**config.mk**
```make
export PLATFORM = sky130hd
export DESIGN_NAME = seg7_scan_driver
export DESIGN_NICKNAME = d
export VERILOG_FILES = /design/src/rtl/seg7_pkg.sv /design/src/rtl/seg7_hex_seg_decode.sv /design/src/rtl/seg7_scan_driver.sv
export SDC_FILE = /design/constraint.sdc
export NUM_CORES = 1
export LEC_CHECK = 0
export ABC_CLOCK_PERIOD_IN_PS = 2500
export BUFFER_PORTS_ARGS = -buffer_cell sky130_fd_sc_hd__buf_2
export CAP_MARGIN = 10
export CORE_UTILIZATION = 30
export DETAILED_ROUTE_END_ITERATION = 7
export PLACE_DENSITY = 0.59
export SLEW_MARGIN = 40
export SYNTH_ARGS = -nofsm -noshare
export SYNTH_HDL_FRONTEND = slang
export SYNTH_SLANG_ARGS = --single-unit
```
**constraint.sdc**
```tcl
create_clock -name clk -period 2.5 [get_ports clk]
set_input_delay 0.75 -clock clk [delete_from_list [all_inputs] [get_ports clk]]
set_output_delay 0.75 -clock clk [all_outputs]
set_load 0.03 [all_outputs]
```
**src/rtl/seg7_pkg.sv**
```systemverilog
// Shared constants and helpers for the 7-segment display blocks.
// Segment order is {a,b,c,d,e,f,g} with a in bit 6; patterns are active-high.
package seg7_pkg;

   localparam logic [6:0] SEG_OFF = 7'b0000000;

   // Index n holds the glyph for hex code n (entries listed from F down to 0).
   localparam logic [15:0][6:0] HEX_SEG_TABLE = {
      7'b1000111, 7'b1001111, 7'b0111101, 7'b1001110,
      7'b0011111, 7'b1110111, 7'b1111011, 7'b1111111,
      7'b1110000, 7'b1011111, 7'b1011011, 7'b0110011,
      7'b1111001, 7'b1101101, 7'b0110000, 7'b1111110
   };

   function automatic logic [6:0] seg_apply_pol(input logic [6:0] seg,
                                                input logic       active_low);
      return active_low ? ~seg : seg;
   endfunction

endpackage

```
**src/rtl/seg7_hex_seg_decode.sv**
```systemverilog
// Combinational hex code to 7-segment lookup with a blanking override.
module hex_seg_decode
   import seg7_pkg::*;
(
   input  logic [3:0] code_i,
   input  logic       blank_i,
   output logic [6:0] seg_o
);

   assign seg_o = blank_i ? SEG_OFF : HEX_SEG_TABLE[code_i];

endmodule

```
**src/rtl/seg7_scan_driver.sv**
```systemverilog
// Time-multiplexed N-digit 7-segment driver: frame-synchronous input snapshot,
// per-digit slot scan with a blank gap, leading-zero suppression and polarity control.
module seg7_scan_driver
   import seg7_pkg::*;
#(
   parameter int unsigned N_DIGITS       = 4,
   parameter int unsigned PRESCALE       = 50000,
   parameter int unsigned BLANK_CYCLES   = 2,
   parameter int unsigned SEG_ACTIVE_LOW = 0,
   parameter int unsigned DIG_ACTIVE_LOW = 0
) (
   input  logic                  clk,
   input  logic                  rst,
   input  logic [4*N_DIGITS-1:0] data_in,
   input  logic [N_DIGITS-1:0]   dp_in,
   input  logic [N_DIGITS-1:0]   blank_in,
   input  logic                  lzs_en,
   output logic [6:0]            seg_data,
   output logic                  seg_dp,
   output logic [N_DIGITS-1:0]   digit_en,
   output logic                  frame_start
);

   localparam int unsigned CNT_W = $clog2(PRESCALE);
   localparam int unsigned IDX_W = $clog2(N_DIGITS);
   localparam logic        SEG_INV = (SEG_ACTIVE_LOW != 0);
   localparam logic [N_DIGITS-1:0] DIG_MASK = (DIG_ACTIVE_LOW != 0) ? '1 : '0;

   logic [CNT_W-1:0]      cnt_q, cnt_d;
   logic [IDX_W-1:0]      idx_q, idx_d;
   logic [4*N_DIGITS-1:0] data_sh_q, data_sh_d;
   logic [N_DIGITS-1:0]   dp_sh_q, dp_sh_d;
   logic [N_DIGITS-1:0]   blank_sh_q, blank_sh_d;
   logic                  lzs_sh_q, lzs_sh_d;
   logic                  load_q, load_d;
   logic [6:0]            seg_q;
   logic                  dp_q;
   logic [N_DIGITS-1:0]   dig_q;
   logic                  fs_q;

   logic                  slot_end, frame_end, load_now;
   logic [N_DIGITS-1:0]   supp;
   logic                  higher_dark, code_zero;
   logic [3:0]            cur_code;
   logic                  cur_blank, cur_supp, cur_dp, cur_dark;
   logic [6:0]            dec_seg;
   logic [N_DIGITS-1:0]   dig_raw;

   // Slot/digit sequencing and shadow capture.
   always_comb begin
      slot_end   = (cnt_q == CNT_W'(PRESCALE - 1));
      frame_end  = slot_end && (idx_q == IDX_W'(N_DIGITS - 1));
      load_now   = load_q || frame_end;
      cnt_d      = slot_end ? '0 : cnt_q + CNT_W'(1);
      idx_d      = idx_q;
      if (slot_end) idx_d = frame_end ? '0 : idx_q + IDX_W'(1);
      data_sh_d  = load_now ? data_in  : data_sh_q;
      dp_sh_d    = load_now ? dp_in    : dp_sh_q;
      blank_sh_d = load_now ? blank_in : blank_sh_q;
      lzs_sh_d   = load_now ? lzs_en   : lzs_sh_q;
      load_d     = 1'b0;
   end

   // A zero is suppressed while everything above it is zero or blanked.
   always_comb begin
      supp        = '0;
      higher_dark = 1'b1;
      code_zero   = 1'b0;
      for (int i = N_DIGITS - 1; i >= 1; i--) begin
         code_zero   = (data_sh_q[4*i +: 4] == 4'h0);
         supp[i]     = lzs_sh_q && code_zero && higher_dark;
         higher_dark = higher_dark && (code_zero || blank_sh_q[i]);
      end
   end

   always_comb begin
      cur_code  = 4'h0;
      cur_blank = 1'b0;
      cur_supp  = 1'b0;
      cur_dp    = 1'b0;
      dig_raw   = '0;
      for (int i = 0; i < N_DIGITS; i++) begin
         if (idx_q == IDX_W'(i)) begin
            cur_code   = data_sh_q[4*i +: 4];
            cur_blank  = blank_sh_q[i];
            cur_supp   = supp[i];
            cur_dp     = dp_sh_q[i];
            dig_raw[i] = (cnt_q >= CNT_W'(BLANK_CYCLES));
         end
      end
      cur_dark = cur_blank || cur_supp;
   end

   hex_seg_decode u_dec (
      .code_i  (cur_code),
      .blank_i (cur_dark),
      .seg_o   (dec_seg)
   );

   always_ff @(posedge clk or posedge rst) begin
      if (rst) begin
         cnt_q      <= '0;
         idx_q      <= '0;
         data_sh_q  <= '0;
         dp_sh_q    <= '0;
         blank_sh_q <= '0;
         lzs_sh_q   <= 1'b0;
         load_q     <= 1'b1;
         seg_q      <= seg_apply_pol(SEG_OFF, SEG_INV);
         dp_q       <= SEG_INV;
         dig_q      <= DIG_MASK;
         fs_q       <= 1'b0;
      end else begin
         cnt_q      <= cnt_d;
         idx_q      <= idx_d;
         data_sh_q  <= data_sh_d;
         dp_sh_q    <= dp_sh_d;
         blank_sh_q <= blank_sh_d;
         lzs_sh_q   <= lzs_sh_d;
         load_q     <= load_d;
         seg_q      <= seg_apply_pol(dec_seg, SEG_INV);
         dp_q       <= (cur_dp && !cur_blank) ^ SEG_INV;
         dig_q      <= dig_raw ^ DIG_MASK;
         fs_q       <= load_now;
      end
   end

   assign seg_data    = seg_q;
   assign seg_dp      = dp_q;
   assign digit_en    = dig_q;
   assign frame_start = fs_q;

endmodule

```
==> summary.md, run 1 <==
| Metric | Value |
|---|---|
| Status | completed |
| Inst Count DP | 408 |
| Worst slew margin | roughly 66% |
| Cells after synthesis | about 240 |
| Final min period | 2350 ps |
| FP Rows | 35 |
| H-Tree Depth | 3 |
| First-pass GRT wire length | 10.1 mm |
| Mapped Area | 0.00287 mm^2 |
| Worst Hold Margin | between 400 and 500 ps |
| Syn avg cell area | 11.8 um^2 |
| Reg power frac | roughly 49% |
| IO Count | 40 |
| Pleak | 1.60 nW |
| Post-route setup TNS | 0 ps |
| I/O Buffers | 39 |
| P_sw | 0.000554 W |
| FFs w/ async S/R, synth | 100% |
| Initial antenna violation count | 0 |
| Die Wd | 99.8 um |
| Synth warn | 0 |
| Area occupied by multi-input gates | 0.00134 mm^2 |
| Hold crit path type | input port to async pin |
| Yosys reg bits | 57 |
| Layout cells sized above 1 | 31.5% |
| Startpoint Class | register |
| Highest metal layer with signal wires | met4 |
| Worst-path fanout max | 14 |
| Fmax | roughly 0.43 GHz |
| Unrepaired setup endpoints after global routing | false |
| Finished Layout Cells | 424 |
| Pwr Density | 613 mW/mm^2 |
| Die area | roughly 0.01 mm^2 |
| Clock-pin slew on the worst setup and hold paths | 70 ps |
| Clock Power Share | 36.9% |
| Worst vdd ir | roughly 0.22 mV |
| Max-cap violations | 0 |
| Gr ovfl total | 0 |
| Clock Sinks | 57 |
| Starting Density | 31.1% |
| Fillers | approximately 940 |
| M1 wire length | between 2 and 3 mm |
| Final Hold Fails | 0 |
| Die height | 99.8 um |
| Combinational group share of total power | approximately 14% |
| Met3 wire length | 250 um |
| GRT Resource Usage Total | 13.2% |
| CTS tree | yes |
| Worst path required time | 2700 ps |
| Final wirelength | 5.93 mm |
| Initial drt markers | 79 |
| Root Driver | clkbuf_8 |
| EDFF count, synth | 0 |
| Vias in the first global route | 2023 |
| CORE AREA | 0.00924 mm^2 |
| Crit path arrival time | 2550 ps |
| Unique cell type count in the Yosys netlist | 50 |
| Pre-Repair DR Iteration Count | 4 |
| CTS max path bufs | 2 |
| WL met2 | 2.86 mm |
| Fin Clk Skew | 7.84 ps |
| Tcrit/Tclk final | a little over nine tenths |
| Mapped Nets | 282 |
| Final Slew Violations | 0 |
| Sequential fraction of the synthesis area | 49.7% |
| Main flop type after synthesis | dfrtp_1 |
| Area Overhead vs Synth | 18.4% |
| Nets | 329 |
| Int Pwr | around 0.0015 W |
| Worst setup EP type | register |
| Final setup fails | 0 |
| Clock latency on the worst-skew pair | 340 ps |
| Routability cong. | 0.806 |
| Largest net degree at the start of global routing | 39 |
| Drc violations | 0 |
| Storage cell area | roughly 0.0014 mm^2 |
| Critical path type | register to register |
| Inserted Diodes | 0 |
| ANT nets after route | 0 |
| Net Sw Frac | 26.6% |
| Worst Tran Pin Value | 508 ps |
| DPL Wire Length | 4.28 mm |
| Cts bufs inserted | 9 |
| DR WL/cell | between 10 and 15 um |
| Via count | 1943 |
| Via density | roughly 4.6 |
==> worst max-delay path: stages, from the launching register on <==
cell and delay, ps:
dfrtp_1 400, inv_1 100, ha_1 420, or4b_2 610
o21ai_0 230, a41o_1 370, a311oi_1 100
==> cells in the final DEF, fill, tap and decap left out, types with 2 or more instances in the layout <==
cell type / n
dfrtp_1: 56
buf_2: 39
nor2_1: 21
nand2_1: 17
mux2_4: 17
ha_1: 12
clkbuf_8: 11
inv_1: 10
xor2_1: 9
a21oi_1: 7
mux2_2: 7
nor2b_1: 6
nand2b_1: 6
xnor2_1: 6
o21ai_0: 5
nand3b_1: 5
a211oi_1: 5
nand3_1: 4
nand4_1: 3
clkinv_2: 3
buf_4: 3
nor4_1: 2
nor3_1: 2
a41o_1: 2
o22ai_1: 2
nor3b_1: 2
a311oi_1: 2
or4_1: 2
clkbuf_1: 2
buf_12: 2
==> per-stage QoR <==
stage	utilization, %	area [um^2]	total power, W	setup WS, ps
3_3_place_gp	34.8	3210	0.00133	228
3_5_place_dp	34.8	3210	0.00133	156
4_1_cts	36.7	3390	0.00211	147
6_report	36.8	3400	0.00208	149
2_1_floorplan	-	2870	0.00125	352
5_1_grt	36.8	3400	0.00219	6.15
==> cell usage after synthesis, types with 2 or more instances <==
cell type	number	area share, %
buf_2	5	0.87
nand3b_1	5	1.3
nor3b_1	2	0.52
a21oi_1	7	1.2
dfrtp_1	56	49
nor2b_1	6	1.3
xor2_1	9	2.7
nand4_1	3	0.65
mux2_4	17	8.9
a211oi_1	5	1.3
o22ai_1	2	0.44
nor3_1	2	0.35
nand3_1	4	0.70
or4_1	2	0.52
nand2b_1	6	1.3
nand2_1	17	2.2
xnor2_1	6	1.8
buf_12	2	1.4
mux2_2	7	2.7
nor4_1	2	0.44
nor2_1	22	2.9
a41o_1	2	0.70
ha_1	12	5.2
o21ai_0	5	0.87
a311oi_1	2	0.61
inv_1	11	1.4
==> kinds of logic (layout without fill, tap and decap cells) <==
family	Yosys count	in the layout	synth area share, %
compound gates	35	35	9.24
flops	57	57	49.7
simple gates	79	79	15.0
xor+xnor	15	15	4.58
mux	25	25	12.0
buf+inv	19	71	4.10
other cells	1	1	0.131
fa+ha+maj	12	12	5.23
==> power by group through the flow <==
stage / combinational (W) / sequential [W] / clock [W]
2_1_floorplan: 0.000179 / 0.00107 / 0
3_3_place_gp: 0.000290 / 0.00104 / 0
3_5_place_dp: 0.000294 / 0.00104 / 0
4_1_cts: 0.000295 / 0.00102 / 0.000797
5_1_grt: 0.000322 / 0.00103 / 0.000841
6_report: 0.000292 / 0.00102 / 0.000769
==> sequential cells by signal (all words and copies together) (netlist names) <==
name,count
blank_sh_q,4
cnt_q,16
data_sh_q,16
digit_en,4
dp_sh_q,4
frame_start,1
idx_q,2
load_q,1
lzs_sh_q,1
seg_data,7
seg_dp,1
==> path summary, 6_finish.rpt <==
kind	startpoint	endpoint	slack, ps	cells past startpoint
max in group asynchronous	rst	load_q$_DFF_PP1_	1460	3
hold reg to reg	cnt_q[11]$_DFF_PP0_	cnt_q[11]$_DFF_PP0_	500	1
min in group clk	cnt_q[11]$_DFF_PP0_	cnt_q[11]$_DFF_PP0_	500	1
setup reg to reg	idx_q[1]$_DFFE_PP0N_	seg_data[2]$_DFF_PP0_	150	6
setup / recovery	idx_q[1]$_DFFE_PP0N_	seg_data[2]$_DFF_PP0_	150	6
hold / removal	rst	data_sh_q[8]$_DFFE_PP0P_	420	2
==> per-layer routing <==
layer | vias to the layer above | track usage (%)
met5 | - | 0
met4 | 0 | 5.20
met3 | 12 | 4.60
met2 | 42 | 20.7
met1 | 944 | 16.7
li1 | 945 | -
==> area by class of cell <==
cell class / instances / area share (%)
Sequential cell: 57 / 42.0
Inverter: 11 / 1.21
Clock buffer: 13 / 4.67
Tap cell: 129 / 4.75
Multi-Input combinational cell: 167 / 39.3
Timing Repair Buffer: 44 / 7.58
Clock inverter: 3 / 0.442
==> timing repair <==
item | 4_1_cts | 5_1_grt
endpoints found under the setup margin | 0 | 1
hold buffers | 0 | 0
gates resized for setup | 0 | 2
setup buffers | 0 | 0
Power figures use the tool's default switching activity.
==> run 2: changes to the inputs <==
--- a/config.mk
+++ b/config.mk
@@ -5,12 +5,12 @@
 export SDC_FILE = /design/constraint.sdc
 export NUM_CORES = 1
 export LEC_CHECK = 0
-export ABC_CLOCK_PERIOD_IN_PS = 2500
+export ABC_CLOCK_PERIOD_IN_PS = 2000
 export BUFFER_PORTS_ARGS = -buffer_cell sky130_fd_sc_hd__buf_2
 export CAP_MARGIN = 10
-export CORE_UTILIZATION = 30
+export CORE_UTILIZATION = 50
 export DETAILED_ROUTE_END_ITERATION = 7
-export PLACE_DENSITY = 0.59
+export PLACE_DENSITY = 0.86
 export SLEW_MARGIN = 40
 export SYNTH_ARGS = -nofsm -noshare
 export SYNTH_HDL_FRONTEND = slang
==> constraint.sdc (replaced) <==
create_clock -name clk -period 2 [get_ports clk]
set_input_delay 0.6 -clock clk [delete_from_list [all_inputs] [get_ports clk]]
set_output_delay 0.6 -clock clk [all_outputs]
set_load 0.03 [all_outputs]
==> summary.md, run 2 (synthesized netlist as in run 1, its figures left out) <==
| Metric | Value |
|---|---|
| Drc violations | 0 (unchanged) |
| Highest metal layer with signal wires | met4 |
| Die area | 0.00605 mm^2 (-39%) |
| Critical path type | register to register |
| Pwr Density | 745 mW/mm^2 (+22%) |
| Routability cong. | 0.853 (+5.8%) |
| R2R Path End | seg_data[6]$_DFF_PP0_ |
| Area Overhead vs Synth | 36.4% |
| Via density | 5.64 (+23%) |
| Initial antenna violation count | 0 (unchanged) |
| Clock latency on the worst-skew pair | 360 ps (+20 ps) |
| H-Tree Depth | 3 (unchanged) |
| Startpoint Class | register |
| Final Hold Fails | 0 (unchanged) |
| Root Driver | clkbuf_8 |
| Design Area, Final | 0.00392 mm^2 (+15%) |
| Die height | 77.8 um (-22%) |
| Setup WS post-layout | -121 ps (-270 ps) |
| Worst setup EP type | register |
| Met3 wire length | 442 um (+77%) |
| Vias in the first global route | 2228 (+10%) |
| WL met2 | 3.99 mm (+40%) |
| Cts bufs inserted | 9 (unchanged) |
| Post-CTS Hold Fix Bufs | 0 (unchanged) |
| Via count | 2278 (+17%) |
| Fmax | 0.472 GHz (+11%) |
| Final wirelength | 7.77 mm (+31%) |
| Worst vdd ir | 0.520 mV (+140%) |
| CORE AREA | 0.00551 mm^2 (-40%) |
| Placement Cell Area | 0.00330 mm^2 (+2.8%) |
| Origin of the worst setup path | idx_q[0]$_DFFE_PP0N_ |
| Final min period | 2120 ps (-230 ps) |
| GRT Resource Usage Total | 24.7% (+11 points) |
| IO Count | 40 (unchanged) |
| FP Rows | 27 (-23%) |
| DPL Wire Length | 4.27 mm (-0.13%) |
| I/O Buffers | 39 (unchanged) |
| Failing checks | negative setup slack |
| Worst Setup EP | seg_data[6]$_DFF_PP0_ |
| Clock-pin slew on the worst setup and hold paths | 70 ps (about the same) |
| Starting Density | 52.1% (+21 points) |
| Crit path arrival time | 2360 ps (-190 ps) |
| Pre-Repair DR Iteration Count | 4 (unchanged) |
| Nets | 366 (+11%) |
| Die Wd | 77.8 um (-22%) |
| CTS tree | yes |
| Initial drt markers | 126 (+59%) |
| Crit path cell chain | inv_2 > ha_2 > buf_4 > a211oi_2 > a211oi_2 > buf_4 > nand2b_4 > o221ai_1 > nor2b_1 |
| M1 wire length | 3.07 mm (+13%) |
| Most frequent cells in the layout | 55 x dfrtp_1, 39 x buf_2, 34 x buf_4 |
| First-pass GRT wire length | 11.0 mm (+8.6%) |
| Unrepaired setup endpoints after global routing | true |
| Fin Clk Skew | 14.1 ps (+6.24 ps) |
| CTS max path bufs | 2 (unchanged) |
| Clock Sinks | 57 (unchanged) |
| DP Worst Slack | -61.9 ps (-218 ps) |
| Tcrit/Tclk final | 106% (+12 points) |
| Final Slew Violations | 0 (unchanged) |
| Total power draw | 0.00292 W (+40%) |
| Critical-path top delay cell | dfrtp_2 |
| Worst-path fanout max | 5 (-9) |
| Max-cap violations | 0 (unchanged) |
| Worst path required time | 2240 ps (-460 ps) |
| Layout cells sized above 1 | 51.8% (+20 points) |
| Final setup fails | 35 (+35) |
| Status | complete, but fails checks |
| Inserted Diodes | 0 (unchanged) |
| DR WL/cell | 19.2 um (+38%) |
| Pleak | 1.85 nW (+16%) |
| R2R depth | 9 (+3) |
| Most common cell after layout, fill and taps aside | dfrtp_1 |
| Largest net degree at the start of global routing | 31 (-21%) |
| Crit-path max cell delay | 460 ps (-150 ps) |
| R2R Setup Slk | -120 ps (-270 ps) |
| Hold crit path type | input port to async pin |
| Origin of the critical flop-to-flop path | idx_q[0]$_DFFE_PP0N_ |
| ANT nets after route | 0 (unchanged) |
| Gr ovfl total | 0 (unchanged) |
-- run 2: metrics by stage --
step	hold WS (ps)	utilization (%)	instances	TNS (ps)
finish	310	71.1	404	-1970
global placement	480	60.0	374	0
CTS	328	66.5	396	-415
floorplan	460	-	243	0
detailed placement	492	60.0	374	-338
global route	348	71.1	404	-4400
-- run 2: worst min path at each step --
stage | from | to | slack [ps] | depth (start not counted)
after detailed placement | cnt_q[7]$_DFF_PP0_ | cnt_q[7]$_DFF_PP0_ | 490 | 1
final | rst | data_sh_q[0]$_DFFE_PP0P_ | 310 | 3
after global routing | rst | data_sh_q[0]$_DFFE_PP0P_ | 350 | 3
after floorplan | cnt_q[13]$_DFF_PP0_ | cnt_q[13]$_DFF_PP0_ | 460 | 1
after global placement | cnt_q[13]$_DFF_PP0_ | cnt_q[13]$_DFF_PP0_ | 480 | 1
after CTS | rst | data_sh_q[0]$_DFFE_PP0P_ | 330 | 3
-- run 2: power by group --
| part | leakage [nW] | switching (W) | internal (W) |
|---|---|---|---|
| registers | 0.701 | 0.0000563 | 0.00123 |
| clock network | 0.107 | 0.000454 | 0.000676 |
| logic | 1.04 | 0.000261 | 0.000239 |
-- run 2: layout make-up --
type / count / area (um^2)
Tap cell: 72 / 90.1
Inverter: 11 / 41.3
Sequential cell: 57 / 1430
Clock inverter: 2 / 35.0
Clock buffer: 14 / 173
Multi-Input combinational cell: 167 / 1580
Timing Repair Buffer: 81 / 567
Fill cell: 348 / 1590
-- run 2: timing repair --
item / CTS / global route
resized for setup: 24 / 42
gates cloned: 1 / 1
endpoints found under the hold margin: 0 / 0
pin swaps: 7 / 15
endpoints found under the setup margin: 24 / 35
buffers inserted: 5 / 7
-- run 2: worst max-delay path: cells and delay by family, from the launching register on --
kind / cells / cell delay (ps)
AND/OR/NAND/NOR: 2 / 300
AO/OA/AOI/OAI: 3 / 480
adder cells (fa/ha/maj): 1 / 250
buffers and inverters: 3 / 510
flip-flops: 1 / 460
-- run 2: per-layer routing --
| layer | vias up | GRT usage, % |
|---|---|---|
| li1 | 1025 | - |
| met5 | - | 0 |
| met1 | 1132 | 28.6 |
| met3 | 25 | 6.12 |
| met4 | 0 | 12.1 |
| met2 | 96 | 42.4 |
